### config.mk
export PLATFORM = sky130hd
export DESIGN_NAME = alu_cmd_sequencer
export DESIGN_NICKNAME = d
export VERILOG_FILES = /design/src/rtl/alu_cmd_sequencer.sv
export SDC_FILE = /design/constraint.sdc
export NUM_CORES = 1
export LEC_CHECK = 0
export ABC_AREA = 1
export ABC_CLOCK_PERIOD_IN_PS = 2450
export CAP_MARGIN = 20
export CELL_PAD_IN_SITES_DETAIL_PLACEMENT = 1
export CELL_PAD_IN_SITES_GLOBAL_PLACEMENT = 2
export CORE_MARGIN = 2
export CORE_UTILIZATION = 30
export CTS_CLUSTER_SIZE = 24
export DETAILED_ROUTE_END_ITERATION = 12
export HOLD_SLACK_MARGIN = 0.12
export PLACE_DENSITY_LB_ADDON = 0.1
export REMOVE_ABC_BUFFERS = 1
export SLEW_MARGIN = 40
export SYNTH_ARGS = -nofsm -noshare
export SYNTH_HDL_FRONTEND = slang
export SYNTH_SLANG_ARGS = --single-unit
export TNS_END_PERCENT = 100
### constraint.sdc
create_clock -name clk -period 2.45 [get_ports clk]
set_input_delay 0.6125 -clock clk [delete_from_list [all_inputs] [get_ports clk]]
set_output_delay 0.6125 -clock clk [all_outputs]
set_load 0.01 [all_outputs]
### src/rtl/alu_cmd_sequencer.sv
// rtl/alu_cmd_sequencer.sv - FIFO-buffered command sequencer for a 4-bit combinational ALU
// Optional completed-operation counter (op_count) enabled by `define ALU_SEQ_STATS_EN
module alu_cmd_sequencer #(
  parameter int DEPTH  = 4,
  parameter int STAT_W = 16
) (
  input  logic              clk,
  input  logic              rst,
  input  logic              cmd_valid,
  output logic              cmd_ready,
  input  logic [3:0]        cmd_opcode,
  input  logic [3:0]        cmd_a,
  input  logic [3:0]        cmd_b,
  output logic [3:0]        alu_a,
  output logic [3:0]        alu_b,
  output logic [3:0]        alu_opcode,
  input  logic [3:0]        alu_x,
  input  logic [3:0]        alu_y,
  output logic              res_valid,
  input  logic              res_ready,
  output logic [3:0]        res_x,
  output logic [3:0]        res_y,
  output logic [3:0]        res_opcode,
  output logic              busy
`ifdef ALU_SEQ_STATS_EN
  ,
  output logic [STAT_W-1:0] op_count
`endif
);

  localparam int AW = $clog2(DEPTH);
  localparam logic [AW:0] L_FULL = (AW+1)'(DEPTH);

  typedef enum logic [1:0] {S_IDLE, S_DRIVE, S_RESULT} state_t;

  state_t        r_state;
  logic [3:0]    r_mem_op [DEPTH];
  logic [3:0]    r_mem_a  [DEPTH];
  logic [3:0]    r_mem_b  [DEPTH];
  logic [AW-1:0] r_wptr;
  logic [AW-1:0] r_rptr;
  logic [AW:0]   r_count;
  logic [3:0]    r_alu_a;
  logic [3:0]    r_alu_b;
  logic [3:0]    r_alu_op;
  logic          r_res_valid;
  logic [3:0]    r_res_x;
  logic [3:0]    r_res_y;
  logic [3:0]    r_res_op;
  logic          w_push;
  logic          w_pop;
  logic          w_empty;
  logic [3:0]    w_san_x;
  logic [3:0]    w_san_y;

  assign w_empty   = (r_count == '0);
  assign cmd_ready = (r_count != L_FULL);
  assign w_push    = cmd_valid & cmd_ready;
  // The FSM is the only consumer: it pops when idle, or when the held result is accepted.
  assign w_pop     = !w_empty & ((r_state == S_IDLE) | ((r_state == S_RESULT) & res_ready));

  always_ff @(posedge clk) begin
    if (w_push) begin
      r_mem_op[r_wptr] <= cmd_opcode;
      r_mem_a[r_wptr]  <= cmd_a;
      r_mem_b[r_wptr]  <= cmd_b;
    end
  end

  always_ff @(posedge clk) begin
    if (rst) begin
      r_wptr  <= '0;
      r_rptr  <= '0;
      r_count <= '0;
    end else begin
      if (w_push) r_wptr <= r_wptr + 1'b1;
      if (w_pop)  r_rptr <= r_rptr + 1'b1;
      case ({w_push, w_pop})
        2'b10:   r_count <= r_count + 1'b1;
        2'b01:   r_count <= r_count - 1'b1;
        default: r_count <= r_count;
      endcase
    end
  end

  // The ALU leaves bits it does not compute undefined, so only meaningful bits pass through.
  always_comb begin
    w_san_x = alu_x;
    w_san_y = 4'h0;
    case (r_alu_op)
      4'b0000, 4'b0001, 4'b0010, 4'b0110,
      4'b0111, 4'b1000, 4'b1001:          w_san_x = {3'b000, alu_x[0]};
      4'b1010:                            w_san_y = {3'b000, alu_y[0]};
      4'b1100, 4'b1101, 4'b1110:          w_san_y = alu_y;
      default:                            w_san_y = 4'h0;
    endcase
  end

  always_ff @(posedge clk) begin
    if (rst) begin
      r_state     <= S_IDLE;
      r_alu_a     <= '0;
      r_alu_b     <= '0;
      r_alu_op    <= '0;
      r_res_valid <= 1'b0;
      r_res_x     <= '0;
      r_res_y     <= '0;
      r_res_op    <= '0;
    end else begin
      case (r_state)
        S_IDLE: begin
          if (w_pop) begin
            r_alu_a  <= r_mem_a[r_rptr];
            r_alu_b  <= r_mem_b[r_rptr];
            r_alu_op <= r_mem_op[r_rptr];
            r_state  <= S_DRIVE;
          end
        end
        S_DRIVE: begin
          r_res_x     <= w_san_x;
          r_res_y     <= w_san_y;
          r_res_op    <= r_alu_op;
          r_res_valid <= 1'b1;
          r_state     <= S_RESULT;
        end
        S_RESULT: begin
          if (res_ready) begin
            r_res_valid <= 1'b0;
            if (w_pop) begin
              r_alu_a  <= r_mem_a[r_rptr];
              r_alu_b  <= r_mem_b[r_rptr];
              r_alu_op <= r_mem_op[r_rptr];
              r_state  <= S_DRIVE;
            end else begin
              r_state <= S_IDLE;
            end
          end
        end
        default: r_state <= S_IDLE;
      endcase
    end
  end

`ifdef ALU_SEQ_STATS_EN
  logic [STAT_W-1:0] r_op_count;

  always_ff @(posedge clk) begin
    if (rst)                          r_op_count <= '0;
    else if (r_res_valid & res_ready) r_op_count <= r_op_count + 1'b1;
  end

  assign op_count = r_op_count;
`endif

  assign alu_a      = r_alu_a;
  assign alu_b      = r_alu_b;
  assign alu_opcode = r_alu_op;
  assign res_valid  = r_res_valid;
  assign res_x      = r_res_x;
  assign res_y      = r_res_y;
  assign res_opcode = r_res_op;
  assign busy       = !w_empty | (r_state != S_IDLE);

endmodule
Word-level counts from Yosys, hierarchy flattened --
Memory sizes are Yosys's and may differ from the RTL's. A register that Yosys moved wholly into a read port is not among the register bits. Index checks and enable logic that the tools add are counted.
Storage, ports and cells: RAM bits 48, register bits 34, input bits 24, output and inout bits 27, logic and storage cells 79, memories kept 3
Memory list:
- r_mem_a | depth 4, width 4, read ports 1, clocked after Yosys merged registers in 1, wr ports 1, line 38 | logic [3:0] r_mem_a [DEPTH];
- r_mem_b | depth 4, width 4, read ports 1, clocked after Yosys merged registers in 1, wr ports 1, line 39 | logic [3:0] r_mem_b [DEPTH];
- r_mem_op | depth 4, width 4, read ports 1, clocked after Yosys merged registers in 1, wr ports 1, line 37 | logic [3:0] r_mem_op [DEPTH];
Operators by class: reductions and logical operators 13, bitwise logic cells 5, $add $sub $neg 4, muxes and demuxes 26, eq/ne operators 17
Operators by type and width (number):
- case mux 4 bit (2 select lines) | 4
- 2-to-1 mux 4 bit | 7
- equality test 4 bit (second input constant) | 6
- 2-to-1 mux 2 bit | 8
- equality test 4 x 3 -> 1 bit (second input constant) | 2
- nonzero test 2 bit | 4
- OR reduction 7 bit | 1
- case mux 2 bit (3 select lines) | 1
- case mux 3 bit (2 select lines) | 1
- AND reduction 2 bit | 3
- adder 2 x 1 -> 2 bit (second input constant) | 2
- equality test 2 x 1 -> 1 bit (second input constant) | 2
- equality test 2 bit (second input constant) | 2
- equality test 4 x 1 -> 1 bit (second input constant) | 1
- equality test 4 x 2 -> 1 bit (second input constant) | 1
- zero test 4 bit | 1
- 2-to-1 mux 1 bit | 4
- != test 2 bit (second input constant) | 2
- adder 3 x 1 -> 3 bit (second input constant) | 1
- bitwise AND 1 bit | 3
- zero test 3 bit | 1
- != test 3 bit (second input constant) | 1
- OR reduction 3 bit | 1
- subtractor 3 x 1 -> 3 bit (second input constant) | 1
- other kinds (4) | 5

Longest topological paths before layout --
Gate-level depths: netlist of the first run.
word-level depth 7, mapped depth 10, depth with buffers taken out 10

Least setup slack after synthesis of the first run --
OpenSTA, ideal clock, no wires.
path type in2reg, start point input res_ready, end point register r_count[2], cell stages on the path 9, arrival 1944 ps, path slack 390 ps, data required time 2335 ps, library setup time 115 ps, path through inv_1 -> a21oi_4 -> nand2_4 -> inv_1 -> ha_1 -> fa_1 -> or2_2 -> a31oi_1 -> nor2_1
Between the ends: cells in the longest elaborated chain, start to end 5, elaborated cells between the ends (all ways) 7, classes of those cells 2 x eq/ne; 1 x mux; 3 x bitwise; 1 x reduce/logical
RTL lines:
- start, declared | line 20 | input logic res_ready,
- bitwise AND 1 bit (*) | line 60 | assign w_pop = !w_empty & ((r_state == S_IDLE) | ((r_state == S_RESULT) & res_ready));
- bitwise OR 1 bit (*) | line 60
- bitwise AND 1 bit (*) | line 60
- named net w_pop | line 51 | logic w_pop;
- equality test 2 x 1 -> 1 bit or equality test 2 bit (tied branches) | line 78 | case ({w_push, w_pop})
- case mux 3 bit (2 select lines) or nonzero test 2 bit (tied branches)
- end signal, assigned | line 79 | 2'b10: r_count <= r_count + 1'b1;
- end signal, assigned | line 80 | 2'b01: r_count <= r_count - 1'b1;
- end signal, assigned | line 81 | default: r_count <= r_count;
- end, declared | line 42 | logic [AW:0] r_count;
Mark *: on every way through the listed nets, which the timed path passes. The rest lies on a longest branch. A chain may end at the register's enable or synchronous reset.

Final worst setup path of the first run --
start point register r_count[0], end point output busy
Between the ends: cells in the longest elaborated chain, start to end 3
RTL lines:
- zero test 3 bit | line 56 | assign w_empty = (r_count == '0);
- zero test 1 bit | line 162 | assign busy = !w_empty | (r_state != S_IDLE);
- bitwise OR 1 bit | line 162
- end, declared | line 24 | output logic busy
No other way between the ends.

==> metrics.txt, run 1 <==
# TYPE chip_impl_metric gauge
chip_impl_metric{name="finalNetCount",unit=""} 490
chip_impl_metric{name="syn-mean-instance-area",unit="µm²"} 9.034
chip_impl_metric{name="track_usage",unit="%"} 13.80
chip_impl_metric{name="power_report.internal_total",unit="mW"} 3.322
chip_impl_metric{name="total_leakage_power",unit="nW"} 1.982
chip_impl_metric{name="synth_sequential_area_ratio",unit="%"} 59.98
chip_impl_info{name="grt_setup_unrepaired",value="no"} 1
chip_impl_metric{name="drv.max_cap_violation_count",unit=""} 0
chip_impl_metric{name="detailed_place.area",unit="µm²"} 4302
chip_impl_metric{name="endpoint_required_time_on_the_critical_path",unit="ps"} 1840
chip_impl_metric{name="grt_start_max_net_pins",unit=""} 27
chip_impl_metric{name="power.switching_fraction",unit="%"} 36.04
chip_impl_metric{name="cts_num_sinks",unit=""} 84
chip_impl_metric{name="top_fanout_value_on_the_critical_path",unit=""} 4
chip_impl_metric{name="die_w",unit="µm"} 113.6
chip_impl_metric{name="place_congestion",unit=""} 0.7050
chip_impl_info{name="post-synth-top-count-cell",value="nand2_1"} 1
chip_impl_metric{name="vias",unit=""} 2637
chip_impl_metric{name="floorplan.core_area",unit="µm²"} 11860
chip_impl_metric{name="setup_ws",unit="ps"} 131.7
chip_impl_metric{name="ant_nets",unit=""} 0
chip_impl_metric{name="overflow",unit=""} 0
chip_impl_metric{name="antenna_found_initial",unit=""} 0
chip_impl_metric{name="design_area",unit="µm²"} 4552
chip_impl_info{name="clock-root-buffer",value="clkbuf_16"} 1
chip_impl_info{name="outcome",value="finished, final reports clean"} 1
chip_impl_metric{name="finished_core_util",unit="%"} 38.38
chip_impl_metric{name="cts-buffers-inserted",unit=""} 9
chip_impl_metric{name="buffer_ports.inserted",unit=""} 50
chip_impl_metric{name="post_cts_buffers",unit=""} 0
chip_impl_metric{name="top_level_ports",unit=""} 51
chip_impl_metric{name="net-switching-power",unit="mW"} 1.872
chip_impl_metric{name="viasPerCell",unit=""} 4.316
chip_impl_metric{name="detailed_place_hpwl",unit="µm"} 5268
chip_impl_metric{name="vdd.ir_drop.worst",unit="V"} 0.0004748
chip_impl_metric{name="synth-warning-count",unit=""} 0
chip_impl_metric{name="setup_violations",unit=""} 0
chip_impl_metric{name="wl_per_cell",unit="µm"} 13.30
chip_impl_metric{name="final.setup_skew",unit="ps"} 4.193
chip_impl_metric{name="synth_top_area_share",unit="%"} 39.99
chip_impl_metric{name="fin_setup_tns",unit="ps"} 0
chip_impl_metric{name="antenna-diode-count",unit=""} 0
chip_impl_metric{name="cts-resized-gates",unit=""} 0
chip_impl_metric{name="floorplan.initialDensity",unit="%"} 30.39
chip_impl_metric{name="synth-edff-count",unit=""} 48
chip_impl_metric{name="clock_tree.htree_level_count",unit=""} 3
chip_impl_metric{name="synth-seq-cells",unit=""} 84
chip_impl_metric{name="clk_transition_reported_paths",unit="ps"} 60
chip_impl_info{name="cts_tree",value="built"} 1
chip_impl_metric{name="finalHoldViolations",unit=""} 0
chip_impl_metric{name="mappedNetlistArea",unit="µm²"} 3605
chip_impl_info{name="cell_type_with_the_highest_aggregate_area_in_the_netlist",value="edfxtp_1"} 1
chip_impl_metric{name="max_freq",unit="MHz"} 431.4
chip_impl_metric{name="grt_first_pass_wirelength",unit="µm"} 13380
chip_impl_metric{name="clk_path_buf_depth",unit=""} 2
chip_impl_metric{name="final.period_utilization",unit="%"} 94.62
chip_impl_metric{name="placementRows",unit=""} 40
chip_impl_metric{name="area.sequential",unit="µm²"} 2162
chip_impl_metric{name="drt_drc_violations_left",unit=""} 0
chip_impl_info{name="yosys-top-cells-count",value="nand2_1 (101), inv_1 (76), edfxtp_1 (48)"} 1
chip_impl_metric{name="multi_input_area",unit="µm²"} 1057
chip_impl_metric{name="die_height",unit="µm"} 113.6
chip_impl_metric{name="drt_iter0_markers",unit=""} 99
chip_impl_metric{name="combPwrFrac",unit="%"} 39.6
chip_impl_info{name="synthTopCellsByArea",value="edfxtp_1 (40%), dfxtp_1 (20%), nand2_1 (11%)"} 1
chip_impl_metric{name="cell_count_after_synthesis",unit=""} 399
chip_impl_metric{name="die_area",unit="µm²"} 12910
chip_impl_metric{name="power.share.sequential",unit="%"} 37.7
chip_impl_metric{name="max_slew_margin",unit="%"} 68.34
chip_impl_info{name="hp-class",value="reg2reg"} 1
chip_impl_metric{name="cp.arrival",unit="ps"} 1710
chip_impl_info{name="timing.critical_path.to_type",value="output port"} 1
chip_impl_metric{name="power_density",unit="nW/µm²"} 1141
chip_impl_metric{name="cts-hold-fix-buffers",unit=""} 0
chip_impl_metric{name="synth.distinct_cells",unit=""} 28
chip_impl_metric{name="pwr-share-clk",unit="%"} 22.8
chip_impl_info{name="postSynth.topFlopCell",value="edfxtp_1"} 1
chip_impl_metric{name="fill_cells",unit=""} 1346
chip_impl_metric{name="tightest_slew",unit="ps"} 474.4
chip_impl_metric{name="area.growth.synth_to_final",unit="%"} 26.28
chip_impl_metric{name="insertion_delay",unit="ps"} 340
chip_impl_metric{name="number_of_global_route_vias_before_repair",unit=""} 2685
chip_impl_info{name="path_class",value="reg2out"} 1
chip_impl_metric{name="firstDrtPassIters",unit=""} 4
chip_impl_metric{name="finalMaxSlewViolations",unit=""} 0
chip_impl_metric{name="pre_cts_slack",unit="ps"} -115.2
chip_impl_metric{name="synthArstFlopShare",unit="%"} 0
chip_impl_metric{name="wirelength",unit="µm"} 8124
chip_impl_metric{name="share_of_cells_above_drive_strength_1",unit="%"} 8.621
chip_impl_info{name="critPathLaunchType",value="flip-flop"} 1
chip_impl_metric{name="timing.final.crit_period",unit="ps"} 2318
[final cells by class]
| class | instances | area share [%] |
|---|---|---|
| clock inverters | 5 | 0.4673 |
| well taps | 147 | 4.041 |
| multi-input cells | 222 | 23.23 |
| repair buffers | 63 | 13.14 |
| flip-flops and latches | 84 | 47.50 |
| inverters | 80 | 6.597 |
| clock buffers | 10 | 5.030 |
[power groups by stage]
stage | clock (mW) | sequential (mW) | combinational [mW]
floorplan | 0 | 2.09 | 1.10
global placement | 0 | 1.98 | 2.07
detailed placement | 0 | 1.99 | 2.11
CTS | 1.23 | 1.96 | 2.12
global route | 1.28 | 2.00 | 2.36
finish | 1.18 | 1.96 | 2.05
[critical path: stages, from the launching register on]
cell and delay (ps):
dfxtp_1 370, clkinv_1 180, nand3b_4 150, nand3b_1 130
clkdlybuf4s50_1 540
[final timing paths]
check,start,to,slack [ps],cells past startpoint
hold / removal,res_opcode[2],res_opcode[2],460,2
setup reg to reg,r_count[0],r_count[2],440,8
hold reg to reg,res_opcode[2],res_opcode[2],460,2
setup / recovery,r_count[0],busy,130,4
[registers in the layout (all words and copies together), names as in the netlist, named ones only]
signal and cells:
r_mem_b 16, r_rptr 2, res_y 4, alu_b 4
r_mem_op 16, alu_opcode 4, r_state 2, r_wptr 2
r_count 3, res_valid 1, r_mem_a 16, res_opcode 4
alu_a 4, res_x 4
[cell families after synthesis]
group           Yosys count  synth area share (%)
flops                    84                 59.98
compound gates           28                 4.443
fa+ha+maj                 6                 2.291
simple gates            188                 22.60
buf+inv                  93                 10.69
[stage by stage]
stage | total power [mW] | hold WS (ps) | std cells
after floorplan | 3.188 | 460.6 | 386
after CTS | 5.317 | 469.0 | 611
after global placement | 4.051 | 449.6 | 596
after detailed placement | 4.101 | 460.6 | 596
final | 5.194 | 463.8 | 611
after global routing | 5.638 | 482.3 | 611
[routing by layer]
layer	track usage (%)	share of wire, %	up-vias	routed length (µm)
met5	0	0	-	0
met4	7.073	1.8	0	144
met3	3.029	2.3	7	183
met2	23.67	51	28	4150
met1	16.30	45	1244	3647
li1	-	-	1358	-
[placed cells by master (no fill, tap or decap)]
master,n
nand2_1,101
inv_1,76
clkdlybuf4s50_1,50
edfxtp_1,48
nor2_1,38
dfxtp_1,36
nand3_1,35
a21oi_1,17
buf_4,13
clkbuf_16,9
o21ai_0,6
nand2_2,6
ha_1,5
clkinv_1,4
inv_2,3
nand2_4,2
nand3b_1,2
o21ai_1,2
clkinv_2,2
a21oi_4,1
nand3b_4,1
nand3_2,1
or2_2,1
nand4_1,1
a31oi_1,1
a211oi_2,1
fa_1,1
clkbuf_1,1
No activity file was read; power rests on OpenSTA's default activity.
==> run 2, diff against run 1 <==
--- a/config.mk
+++ b/config.mk
@@ -10,9 +10,9 @@
 export CAP_MARGIN = 20
 export CELL_PAD_IN_SITES_DETAIL_PLACEMENT = 1
 export CELL_PAD_IN_SITES_GLOBAL_PLACEMENT = 2
-export CORE_MARGIN = 2
+export CORE_MARGIN = 4
 export CORE_UTILIZATION = 30
-export CTS_CLUSTER_SIZE = 24
+export CTS_CLUSTER_SIZE = 12
 export DETAILED_ROUTE_END_ITERATION = 12
 export HOLD_SLACK_MARGIN = 0.12
 export PLACE_DENSITY_LB_ADDON = 0.1
@@ -21,4 +21,4 @@
 export SYNTH_ARGS = -nofsm -noshare
 export SYNTH_HDL_FRONTEND = slang
 export SYNTH_SLANG_ARGS = --single-unit
-export TNS_END_PERCENT = 100
+export TNS_END_PERCENT = 1
==> run 2 against run 1 <==
  * Maximum frequency decreased by 0.66%
  * Sequential power about the same
  * Die area increased by 7.2%
  * Design area rose by 2.0%
  * Clock skew rose by 0.82 ps
  * Clock power grew 30%
  * Critical path depth unchanged
  * Register-to-register slack gained 20 ps
  * Setup slack got worse by 15 ps
  * First-iteration DRC count shrank 17%
  * Critical path type unchanged
  * Largest power group unchanged
==> metrics.txt, run 2 (synthesized netlist as in run 1, its figures left out) <==
# TYPE chip_impl_metric gauge
chip_impl_metric{name="final.setup_skew",unit="ps"} 5.017
chip_impl_metric{name="endpoint_required_time_on_the_critical_path",unit="ps"} 1840
chip_impl_metric{name="clk_path_buf_depth",unit=""} 2
chip_impl_metric{name="cts-resized-gates",unit=""} 0
chip_impl_info{name="timing.critical_path.to_type",value="output port"} 1
chip_impl_metric{name="layout.cells.non_filler",unit=""} 610
chip_impl_metric{name="finalNetCount",unit=""} 492
chip_impl_metric{name="wirelength",unit="µm"} 8339
chip_impl_metric{name="antenna-diode-count",unit=""} 0
chip_impl_metric{name="clk_transition_reported_paths",unit="ps"} 60
chip_impl_metric{name="antenna_found_initial",unit=""} 0
chip_impl_metric{name="die_height",unit="µm"} 117.6
chip_impl_metric{name="clock_tree.htree_level_count",unit=""} 3
chip_impl_metric{name="place_congestion",unit=""} 0.6813
chip_impl_metric{name="vias",unit=""} 2673
chip_impl_metric{name="insertion_delay",unit="ps"} 340
chip_impl_metric{name="max_freq",unit="MHz"} 428.5
chip_impl_metric{name="timing.final.crit_period",unit="ps"} 2334
chip_impl_info{name="final_common_cell",value="nand2_1"} 1
chip_impl_info{name="cts_tree",value="built"} 1
chip_impl_info{name="most_frequent_cells_in_the_layout",value="nand2_1 (101), inv_1 (76), clkdlybuf4s50_1 (50), edfxtp_1 (48), nor2_1 (38)"} 1
chip_impl_metric{name="overflow",unit=""} 0
chip_impl_metric{name="total_leakage_power",unit="nW"} 2.032
chip_impl_info{name="crit_path_top_delay_cell",value="clkdlybuf4s50_1"} 1
chip_impl_metric{name="fin_setup_tns",unit="ps"} 0
chip_impl_metric{name="ant_nets",unit=""} 0
chip_impl_metric{name="power_density",unit="nW/µm²"} 1193
chip_impl_info{name="grt_setup_unrepaired",value="no"} 1
chip_impl_metric{name="top_fanout_value_on_the_critical_path",unit=""} 4
chip_impl_metric{name="drv.max_cap_violation_count",unit=""} 0
chip_impl_metric{name="area.sequential",unit="µm²"} 2162
chip_impl_metric{name="cts_num_sinks",unit=""} 84
chip_impl_metric{name="floorplan.core_area",unit="µm²"} 11560
chip_impl_metric{name="post_cts_buffers",unit=""} 0
chip_impl_metric{name="wl_per_cell",unit="µm"} 13.67
chip_impl_metric{name="placementRows",unit=""} 39
chip_impl_metric{name="max_slew_margin",unit="%"} 64.97
chip_impl_metric{name="tightest_slew",unit="ps"} 524.8
chip_impl_metric{name="fill_cells",unit=""} 1327
chip_impl_metric{name="die_area",unit="µm²"} 13830
chip_impl_info{name="critPathLaunchType",value="flip-flop"} 1
chip_impl_metric{name="grt_first_pass_wirelength",unit="µm"} 14070
chip_impl_metric{name="multi_input_area",unit="µm²"} 1057
chip_impl_metric{name="max_stage_delay",unit="ps"} 540
chip_impl_metric{name="buffer_ports.inserted",unit=""} 50
chip_impl_metric{name="top_level_ports",unit=""} 51
chip_impl_metric{name="drt_drc_violations_left",unit=""} 0
chip_impl_metric{name="finalHoldViolations",unit=""} 0
chip_impl_metric{name="area.growth.synth_to_final",unit="%"} 28.84
chip_impl_metric{name="viasPerCell",unit=""} 4.382
chip_impl_info{name="hp-class",value="reg2reg"} 1
chip_impl_metric{name="setup_violations",unit=""} 0
chip_impl_metric{name="drt_iter0_markers",unit=""} 82
chip_impl_info{name="registers_with_the_most_flip_flops",value="r_mem_a: 16 flops, r_mem_b: 16 flops, r_mem_op: 16 flops"} 1
chip_impl_metric{name="cts-buffers-inserted",unit=""} 9
chip_impl_metric{name="number_of_global_route_vias_before_repair",unit=""} 2795
chip_impl_metric{name="cp.arrival",unit="ps"} 1720
chip_impl_metric{name="floorplan.initialDensity",unit="%"} 31.17
chip_impl_metric{name="share_of_cells_above_drive_strength_1",unit="%"} 9.636
chip_impl_info{name="outcome",value="finished, final reports clean"} 1
chip_impl_metric{name="vdd.ir_drop.worst",unit="V"} 0.0004754
chip_impl_metric{name="final.period_utilization",unit="%"} 95.26
chip_impl_metric{name="cts-hold-fix-buffers",unit=""} 0
chip_impl_metric{name="dp_cells",unit=""} 594
chip_impl_info{name="path_class",value="reg2out"} 1
chip_impl_info{name="crit_chain",value="clkinv_1 -> nand3b_4 -> nand3b_1 -> clkdlybuf4s50_1"} 1
chip_impl_metric{name="detailed_place_hpwl",unit="µm"} 5611
chip_impl_metric{name="firstDrtPassIters",unit=""} 4
chip_impl_metric{name="grt_start_max_net_pins",unit=""} 27
chip_impl_metric{name="die_w",unit="µm"} 117.6
chip_impl_info{name="clock-root-buffer",value="clkbuf_16"} 1
chip_impl_metric{name="finalMaxSlewViolations",unit=""} 0
chip_impl_metric{name="track_usage",unit="%"} 12.91
[run 2: cell types whose count changed in the layout (fill, tap and decap cells not counted), sizes merged]
cell	delta
clkbuf	+1
buf	+2
clkinv	-3
bufinv	+3
[run 2: final timing paths]
path | startpoint | endpoint | slack (ps) | cells after the start
hold / removal | res_valid | res_valid | 470 | 2
hold reg to reg | res_valid | res_valid | 470 | 2
setup reg to reg | r_count[0] | r_count[2] | 460 | 8
setup / recovery | r_count[0] | busy | 120 | 4
[run 2: worst max-delay path, delay by kind of cell (launching register included)]
family	cells	cell delay (ps)
buf+inv	2	730
flops	1	380
simple gates	2	280
[run 2: through the flow]
step | setup slack (ps) | util, % | instance area, µm² | hold slack (ps) | total power, mW
after detailed placement | -98.88 | 37.28 | 4312 | 458.9 | 4.084
after floorplan | 243.7 | - | 3520 | 460.6 | 3.188
after global placement | -53.53 | 37.28 | 4312 | 449.5 | 4.037
after CTS | 84.72 | 40.16 | 4644 | 467.5 | 5.651
after global routing | 32.98 | 40.16 | 4644 | 491.1 | 5.983
final | 116.2 | 40.16 | 4644 | 466.3 | 5.539
[run 2: area by class of cell]
class                           count  share of cell area [%]
Inverter                           80                   6.466
Clock buffer                       11                   5.011
Clock inverter                      5                   2.155
Timing Repair Buffer               65                   13.20
Sequential cell                    84                   46.55
Tap cell                          143                   3.852
Multi-Input combinational cell    222                   22.76
[run 2: power breakdown]
part | internal, mW | total (mW) | switching [mW]
logic | 0.852 | 2.04 | 1.19
clock network | 0.993 | 1.53 | 0.539
registers | 1.79 | 1.96 | 0.170
total | 3.64 | 5.54 | 1.90
[run 2: layer usage]
metal / part of all wire [%] / track usage (%) / routed length (µm) / up-vias
li1: - / - / - / 1365
met1: 44 / 14.98 / 3690 / 1263
met2: 51 / 22.67 / 4283 / 33
met3: 2.6 / 2.595 / 213 / 12
met4: 1.8 / 6.300 / 153 / 0
met5: 0 / 0 / 0 / -
